`src/rtl/alu_pkg.sv`:
```
// Shared ALU op, SrcA select and forward select types.
// Imported by ex_operand_stage and fwd_sel.
package alu_pkg;

    typedef enum logic [3:0] {
        ALU_ADD  = 4'b0000,
        ALU_SUB  = 4'b1000,
        ALU_SLL  = 4'b0001,
        ALU_SLT  = 4'b0010,
        ALU_SLTU = 4'b0011,
        ALU_XOR  = 4'b0100,
        ALU_SRL  = 4'b0101,
        ALU_SRA  = 4'b1101,
        ALU_OR   = 4'b0110,
        ALU_AND  = 4'b0111
    } alu_op_e;

    typedef enum logic [1:0] {
        SRCA_REG  = 2'b00,
        SRCA_PC   = 2'b01,
        SRCA_ZERO = 2'b10
    } srca_sel_e;

    typedef enum logic [1:0] {
        FWD_NONE = 2'b00,
        FWD_W    = 2'b01,
        FWD_M    = 2'b10
    } fwd_sel_e;

    localparam int REG_IDX_W = 5;

    // x0 is hardwired zero, so a write to it is never a forwarding source
    function automatic logic idx_hit(
        input logic                 en,
        input logic [REG_IDX_W-1:0] rd,
        input logic [REG_IDX_W-1:0] rs
    );
        return en && (rd != '0) && (rd == rs);
    endfunction

endpackage

```
`src/rtl/ex_operand_stage_fwd_sel.sv`:
```
// fwd_sel: forward selection for one source operand (MEM beats WB).
// Ports: i_rs/i_reg (index, register value), i_*_m / i_*_w (stage rd, we, value), o_sel, o_val.
module fwd_sel
    import alu_pkg::*;
#(
    parameter int D_WIDTH = 32
) (
    input  logic [4:0]         i_rs,
    input  logic [D_WIDTH-1:0] i_reg,
    input  logic [4:0]         i_rd_m,
    input  logic               i_we_m,
    input  logic [D_WIDTH-1:0] i_val_m,
    input  logic [4:0]         i_rd_w,
    input  logic               i_we_w,
    input  logic [D_WIDTH-1:0] i_val_w,
    output fwd_sel_e           o_sel,
    output logic [D_WIDTH-1:0] o_val
);

    always_comb begin
        o_sel = FWD_NONE;
        if (idx_hit(i_we_m, i_rd_m, i_rs)) begin
            o_sel = FWD_M;
        end else if (idx_hit(i_we_w, i_rd_w, i_rs)) begin
            o_sel = FWD_W;
        end
    end

    always_comb begin
        o_val = i_reg;
        case (o_sel)
            FWD_M:   o_val = i_val_m;
            FWD_W:   o_val = i_val_w;
            default: o_val = i_reg;
        endcase
    end

endmodule

```
`src/rtl/ex_operand_stage.sv`:
```
// ID/EX pipeline register with stall/flush, MEM/WB forwarding and ALU operand muxes.
// Ports: D-side decode fields in, M/W forwarding sources in, SrcAE/SrcBE/ALUControlE/WriteDataE
// and registered RdE/Rs1E/Rs2E/RegWriteE/ValidE out. Macro FORWARDING_EN enables forwarding.
module ex_operand_stage
    import alu_pkg::*;
#(
    parameter int D_WIDTH = 32
) (
    input  logic               clk,
    input  logic               rst,
    input  logic               StallE,
    input  logic               FlushE,
    input  logic               ValidD,
    input  logic [D_WIDTH-1:0] RD1D,
    input  logic [D_WIDTH-1:0] RD2D,
    input  logic [D_WIDTH-1:0] ImmExtD,
    input  logic [D_WIDTH-1:0] PCD,
    input  logic [4:0]         Rs1D,
    input  logic [4:0]         Rs2D,
    input  logic [4:0]         RdD,
    input  logic [3:0]         ALUControlD,
    input  logic [1:0]         ALUSrcAD,
    input  logic               ALUSrcBD,
    input  logic               RegWriteD,
    input  logic [4:0]         RdM,
    input  logic [4:0]         RdW,
    input  logic               RegWriteM,
    input  logic               RegWriteW,
    input  logic [D_WIDTH-1:0] ALUResultM,
    input  logic [D_WIDTH-1:0] ResultW,
    output logic [D_WIDTH-1:0] SrcAE,
    output logic [D_WIDTH-1:0] SrcBE,
    output logic [3:0]         ALUControlE,
    output logic [D_WIDTH-1:0] WriteDataE,
    output logic [4:0]         RdE,
    output logic [4:0]         Rs1E,
    output logic [4:0]         Rs2E,
    output logic               RegWriteE,
    output logic               ValidE
);

    logic               r_valid;
    logic               r_regwrite;
    logic [4:0]         r_rd;
    logic [4:0]         r_rs1;
    logic [4:0]         r_rs2;
    logic [3:0]         r_aluctl;
    logic [1:0]         r_srca_sel;
    logic               r_srcb_sel;
    logic [D_WIDTH-1:0] r_rd1;
    logic [D_WIDTH-1:0] r_rd2;
    logic [D_WIDTH-1:0] r_imm;
    logic [D_WIDTH-1:0] r_pc;

    fwd_sel_e           w_a_sel;
    fwd_sel_e           w_b_sel;
    logic [D_WIDTH-1:0] w_a_val;
    logic [D_WIDTH-1:0] w_b_val;
    logic [D_WIDTH-1:0] w_fwd_a;
    logic [D_WIDTH-1:0] w_fwd_b;
    logic               w_unused_sink;

    // Reset and flush both leave a bubble that issues ADD on zero operands
    always_ff @(posedge clk or posedge rst) begin
        if (rst) begin
            r_valid    <= 1'b0;
            r_regwrite <= 1'b0;
            r_rd       <= '0;
            r_rs1      <= '0;
            r_rs2      <= '0;
            r_aluctl   <= ALU_ADD;
            r_srca_sel <= SRCA_REG;
            r_srcb_sel <= 1'b0;
            r_rd1      <= '0;
            r_rd2      <= '0;
            r_imm      <= '0;
            r_pc       <= '0;
        end else if (FlushE) begin
            r_valid    <= 1'b0;
            r_regwrite <= 1'b0;
            r_rd       <= '0;
            r_rs1      <= '0;
            r_rs2      <= '0;
            r_aluctl   <= ALU_ADD;
            r_srca_sel <= SRCA_REG;
            r_srcb_sel <= 1'b0;
            r_rd1      <= '0;
            r_rd2      <= '0;
            r_imm      <= '0;
            r_pc       <= '0;
        end else if (!StallE) begin
            r_valid    <= ValidD;
            r_regwrite <= RegWriteD & ValidD;
            r_rd       <= RdD;
            r_rs1      <= Rs1D;
            r_rs2      <= Rs2D;
            r_aluctl   <= ALUControlD;
            r_srca_sel <= ALUSrcAD;
            r_srcb_sel <= ALUSrcBD;
            r_rd1      <= RD1D;
            r_rd2      <= RD2D;
            r_imm      <= ImmExtD;
            r_pc       <= PCD;
        end
    end

    fwd_sel #(.D_WIDTH(D_WIDTH)) u_fwd_a (
        .i_rs    (r_rs1),
        .i_reg   (r_rd1),
        .i_rd_m  (RdM),
        .i_we_m  (RegWriteM),
        .i_val_m (ALUResultM),
        .i_rd_w  (RdW),
        .i_we_w  (RegWriteW),
        .i_val_w (ResultW),
        .o_sel   (w_a_sel),
        .o_val   (w_a_val)
    );

    fwd_sel #(.D_WIDTH(D_WIDTH)) u_fwd_b (
        .i_rs    (r_rs2),
        .i_reg   (r_rd2),
        .i_rd_m  (RdM),
        .i_we_m  (RegWriteM),
        .i_val_m (ALUResultM),
        .i_rd_w  (RdW),
        .i_we_w  (RegWriteW),
        .i_val_w (ResultW),
        .o_sel   (w_b_sel),
        .o_val   (w_b_val)
    );

`ifdef FORWARDING_EN
    assign w_fwd_a       = w_a_val;
    assign w_fwd_b       = w_b_val;
    assign w_unused_sink = ^{w_a_sel, w_b_sel};
`else
    // Hazard unit stalls on every RAW hazard, so the register values are final
    assign w_fwd_a       = r_rd1;
    assign w_fwd_b       = r_rd2;
    assign w_unused_sink = ^{w_a_sel, w_b_sel, w_a_val, w_b_val};
`endif

    always_comb begin
        SrcAE = '0;
        case (r_srca_sel)
            SRCA_REG: SrcAE = w_fwd_a;
            SRCA_PC:  SrcAE = r_pc;
            default:  SrcAE = '0;
        endcase
    end

    assign SrcBE       = r_srcb_sel ? r_imm : w_fwd_b;
    assign WriteDataE  = w_fwd_b;
    assign ALUControlE = r_aluctl;
    assign RdE         = r_rd;
    assign Rs1E        = r_rs1;
    assign Rs2E        = r_rs2;
    assign RegWriteE   = r_regwrite;
    assign ValidE      = r_valid;

endmodule

```
`config.mk`:
```
export PLATFORM = sky130hd
export DESIGN_NAME = ex_operand_stage
export DESIGN_NICKNAME = d
export VERILOG_FILES = /design/src/rtl/alu_pkg.sv /design/src/rtl/ex_operand_stage_fwd_sel.sv /design/src/rtl/ex_operand_stage.sv
export SDC_FILE = /design/constraint.sdc
export NUM_CORES = 1
export LEC_CHECK = 0
export BUFFER_PORTS_ARGS = -buffer_cell sky130_fd_sc_hd__buf_2
export CAP_MARGIN = 20
export CORE_AREA = 2 2 137 139
export DETAILED_ROUTE_END_ITERATION = 10
export DIE_AREA = 0 0 139 141
export HOLD_SLACK_MARGIN = 0.1
export PLACE_DENSITY = 0.69
export SYNTH_ARGS = -nofsm -noshare
export SYNTH_HDL_FRONTEND = slang
export SYNTH_HIERARCHICAL = 1
export SYNTH_SLANG_ARGS = --single-unit
export TNS_END_PERCENT = 5
```
`constraint.sdc`:
```
create_clock -name clk -period 13.21 [get_ports clk]
set_input_delay 1.321 -clock clk [delete_from_list [all_inputs] [get_ports clk]]
set_output_delay 1.321 -clock clk [all_outputs]
set_load 0.01 [all_outputs]
```
==> flow_metrics.tcl <==
set metrics [dict create \
    status "completed" \
    min_path_cells 2 \
    criticalPathCategory "reg2out" \
    finalCritPeriodShare_pct 26.1 \
    hold-worst-slack_ns 0.516 \
    drive_gt1_share_pct 39.7 \
    ir_drop_mv 0.0780 \
    antenna_found_initial 0 \
    multi_input_area_sq_mm 0.00290 \
    nets 1082 \
    hold_class "reg2reg" \
    leakagePower_nw 5.06 \
    globalplace.congestion 0.761 \
    final_design_area_no_fill_sq_mm 0.00903 \
    core-area_sq_mm 0.0183 \
    portBuffers 272 \
    hold_viol 0 \
    worstSetupPathDepth 3 \
    cts_buffers 17 \
    htree_num_levels 4 \
    drt_iter0_markers 170 \
    fp.dieW_microns 139 \
    dp_hpwl_microns 11400 \
    netlist_top_cells_area "dfrtp_1, mux2i_1, nor2_1" \
    track_usage_pct 17.2 \
    cap_violations 0 \
    min_to "r_imm[16]" \
    post_cts_buffers 0 \
    hold_buffers 0 \
    async_flop_share_pct 100 \
    crit_chain "buf_4 > mux2_2 > buf_2" \
    finalWirelength_microns 17000 \
    crit_family "flip-flops" \
    cpPeakStageDelay_ns 0.74 \
    worstPathArrival_ns 2.13 \
    num-fill-cells 1714 \
    vias_per_cell 4.71 \
    ys_seq_area_share_pct 54.4 \
    seqCellArea_sq_mm 0.00380 \
    grt_pass1_vias 5241 \
    ant_nets 0 \
    place_area_sq_mm 0.00841 \
    synth_commonest_cells "mux2i_1, nor2_1, dfrtp_1" \
    firstDrtPassIters 7 \
    dieArea_sq_mm 0.0196 \
    grt_max_degree 96 \
    post-route-drc-count 0 \
    fmax_ghz 0.290 \
    antenna_cells 0 \
    crit_buf_inv 2 \
    io_pins 349 \
    synth.top_cell.area_share_pct 54.4 \
    tightestPinTransition_ns 1.10 \
    syn_to_final_growth_pct 29.2 \
    cp.required_ns 11.89 \
    final_max_slew_viol_count 0 \
    setup.worst_path.end_class "primary output" \
    rsz0062_at_grt "no" \
    start_kind "flop" \
    clock-skew-final_ns 0 \
    finalPower_w 0.00118 \
    synth_edf_count 0 \
    cts-root-buf "clkbuf_16" \
    num_vias 5166 \
    clkLatencyLatePin_ns 0.41 \
    reg2reg_depth 2 \
    setup-tns-final_ns 0 \
    hold_start "r_imm[16]" \
    syn_area_sq_mm 0.00699 \
    synth_ff_type "dfrtp_1" \
    postCtsResizedCells 0 \
    cp_max_fo 20 \
    rrSetupSlack_ns 11.72 \
    r2r_start "r_srca_sel[0]" \
    power.density_mw_per_mm2 131 \
    grt_pass1_wl_microns 27100 \
    relSlewSlack_pct 26.6 \
    finalSetupViolations 0 \
    yosys_warnings 6 \
    cts_tree "done" \
    cts_max_path_buffers 2 \
    start_util_pct 38.3 \
    syn_area_per_cell_sq_um 11.7 \
    clkTransAtPathRegs_ns 0.07 \
    syn_nets 832 \
    synth_top_area_cell "dfrtp_1" \
    synth-seq-cells 152 \
    reg2reg_to "r_srca_sel[0]" \
    syn_inst 600 \
    clock_sinks 152 \
    min_period_ns 3.45 \
    placementRows 50 \
    grt-ovfl-total 0 \
    fp.dieH_microns 141 \
    critPathSlowestCell "dfrtp_1" \
    synth_cell_type_count 13 \
    wl_per_cell_microns 15.5 \
]
metrics by stage:
step / utilization [%] / setup slack, ns / cells
6_report: 49.5 / 9.76 / 1097
2_1_floorplan: - / 7.80 / 600
3_3_place_gp: 46.0 / 9.62 / 1065
4_1_cts: 49.5 / 9.73 / 1097
5_1_grt: 49.5 / 9.65 / 1097
3_5_place_dp: 46.0 / 9.62 / 1065
how the worst max path moves through the flow:
stage                     endpoint        from
floorplan           ALUControlE[0]         rst
global placement         r_rd1[16]      StallE
detailed placement       r_rd1[31]      StallE
CTS                      SrcBE[26]  r_srcb_sel
global route             SrcBE[26]  r_srcb_sel
finish                   SrcBE[26]  r_srcb_sel
placed cells by master, fill, tap and decap left out, drive strengths merged, types with 3 or more instances in the layout:
| cell | count |
|---|---|
| buf | 276 |
| mux2i | 183 |
| nor2 | 183 |
| dfrtp | 152 |
| mux2 | 32 |
| clkbuf | 19 |
| inv | 8 |
| bufinv | 3 |
| clkinvlp | 3 |
power breakdown:
group / leakage, nW / total (W) / internal (W) / switching [W]
Combinational: 2.74 / 0.000153 / 0.0000731 / 0.0000796
Clock: 0.298 / 0.000516 / 0.000308 / 0.000208
Sequential: 2.02 / 0.000511 / 0.000491 / 0.0000195
Total: 5.06 / 0.00118 / 0.000872 / 0.000308
sequential cells by signal (all words and copies together), names as in the netlist:
signal       flops
WriteDataE      32
r_imm           32
r_pc            32
r_rd1           32
RdE              5
Rs1E             5
Rs2E             5
ALUControlE      4
r_srca_sel       2
RegWriteE        1
ValidE           1
r_srcb_sel       1
worst register-to-register path: cells and delay by family, from the launching register on:
| family | cells | cell delay [ns] |
|---|---|---|
| DFF | 1 | 1.10 |
| muxes | 1 | 0.18 |
| and+or+nand+nor | 1 | 0.14 |
area by class of cell:
| type | count | area share, % |
|---|---|---|
| timing repair buffer | 277 | 15.6 |
| multi-input combinational | 401 | 32.0 |
| clock buffer | 18 | 4.86 |
| clock inverter | 14 | 2.04 |
| sequential | 152 | 42.1 |
| inverter | 1 | 0.0969 |
| tap | 234 | 3.24 |
logic make-up after synthesis:
| logic type | count (synthesis) | synth area share, % |
|---|---|---|
| AOI/OAI and AO/OA | 1 | 0.0715 |
| buffers and inverters | 47 | 4.20 |
| DFF | 152 | 54.4 |
| muxes | 215 | 31.3 |
| and+or+nand+nor | 185 | 9.98 |
per-layer routing:
layer | vias up | wire, microns | GRT usage (%)
met1 | 2464 | 7710 | 22.8
met5 | - | 0 | 0
met3 | 18 | 1200 | 5.67
li1 | 2513 | - | -
met4 | 0 | 245 | 5.16
met2 | 171 | 7870 | 27.2
Note: power is estimated with default switching activity, not from simulation.
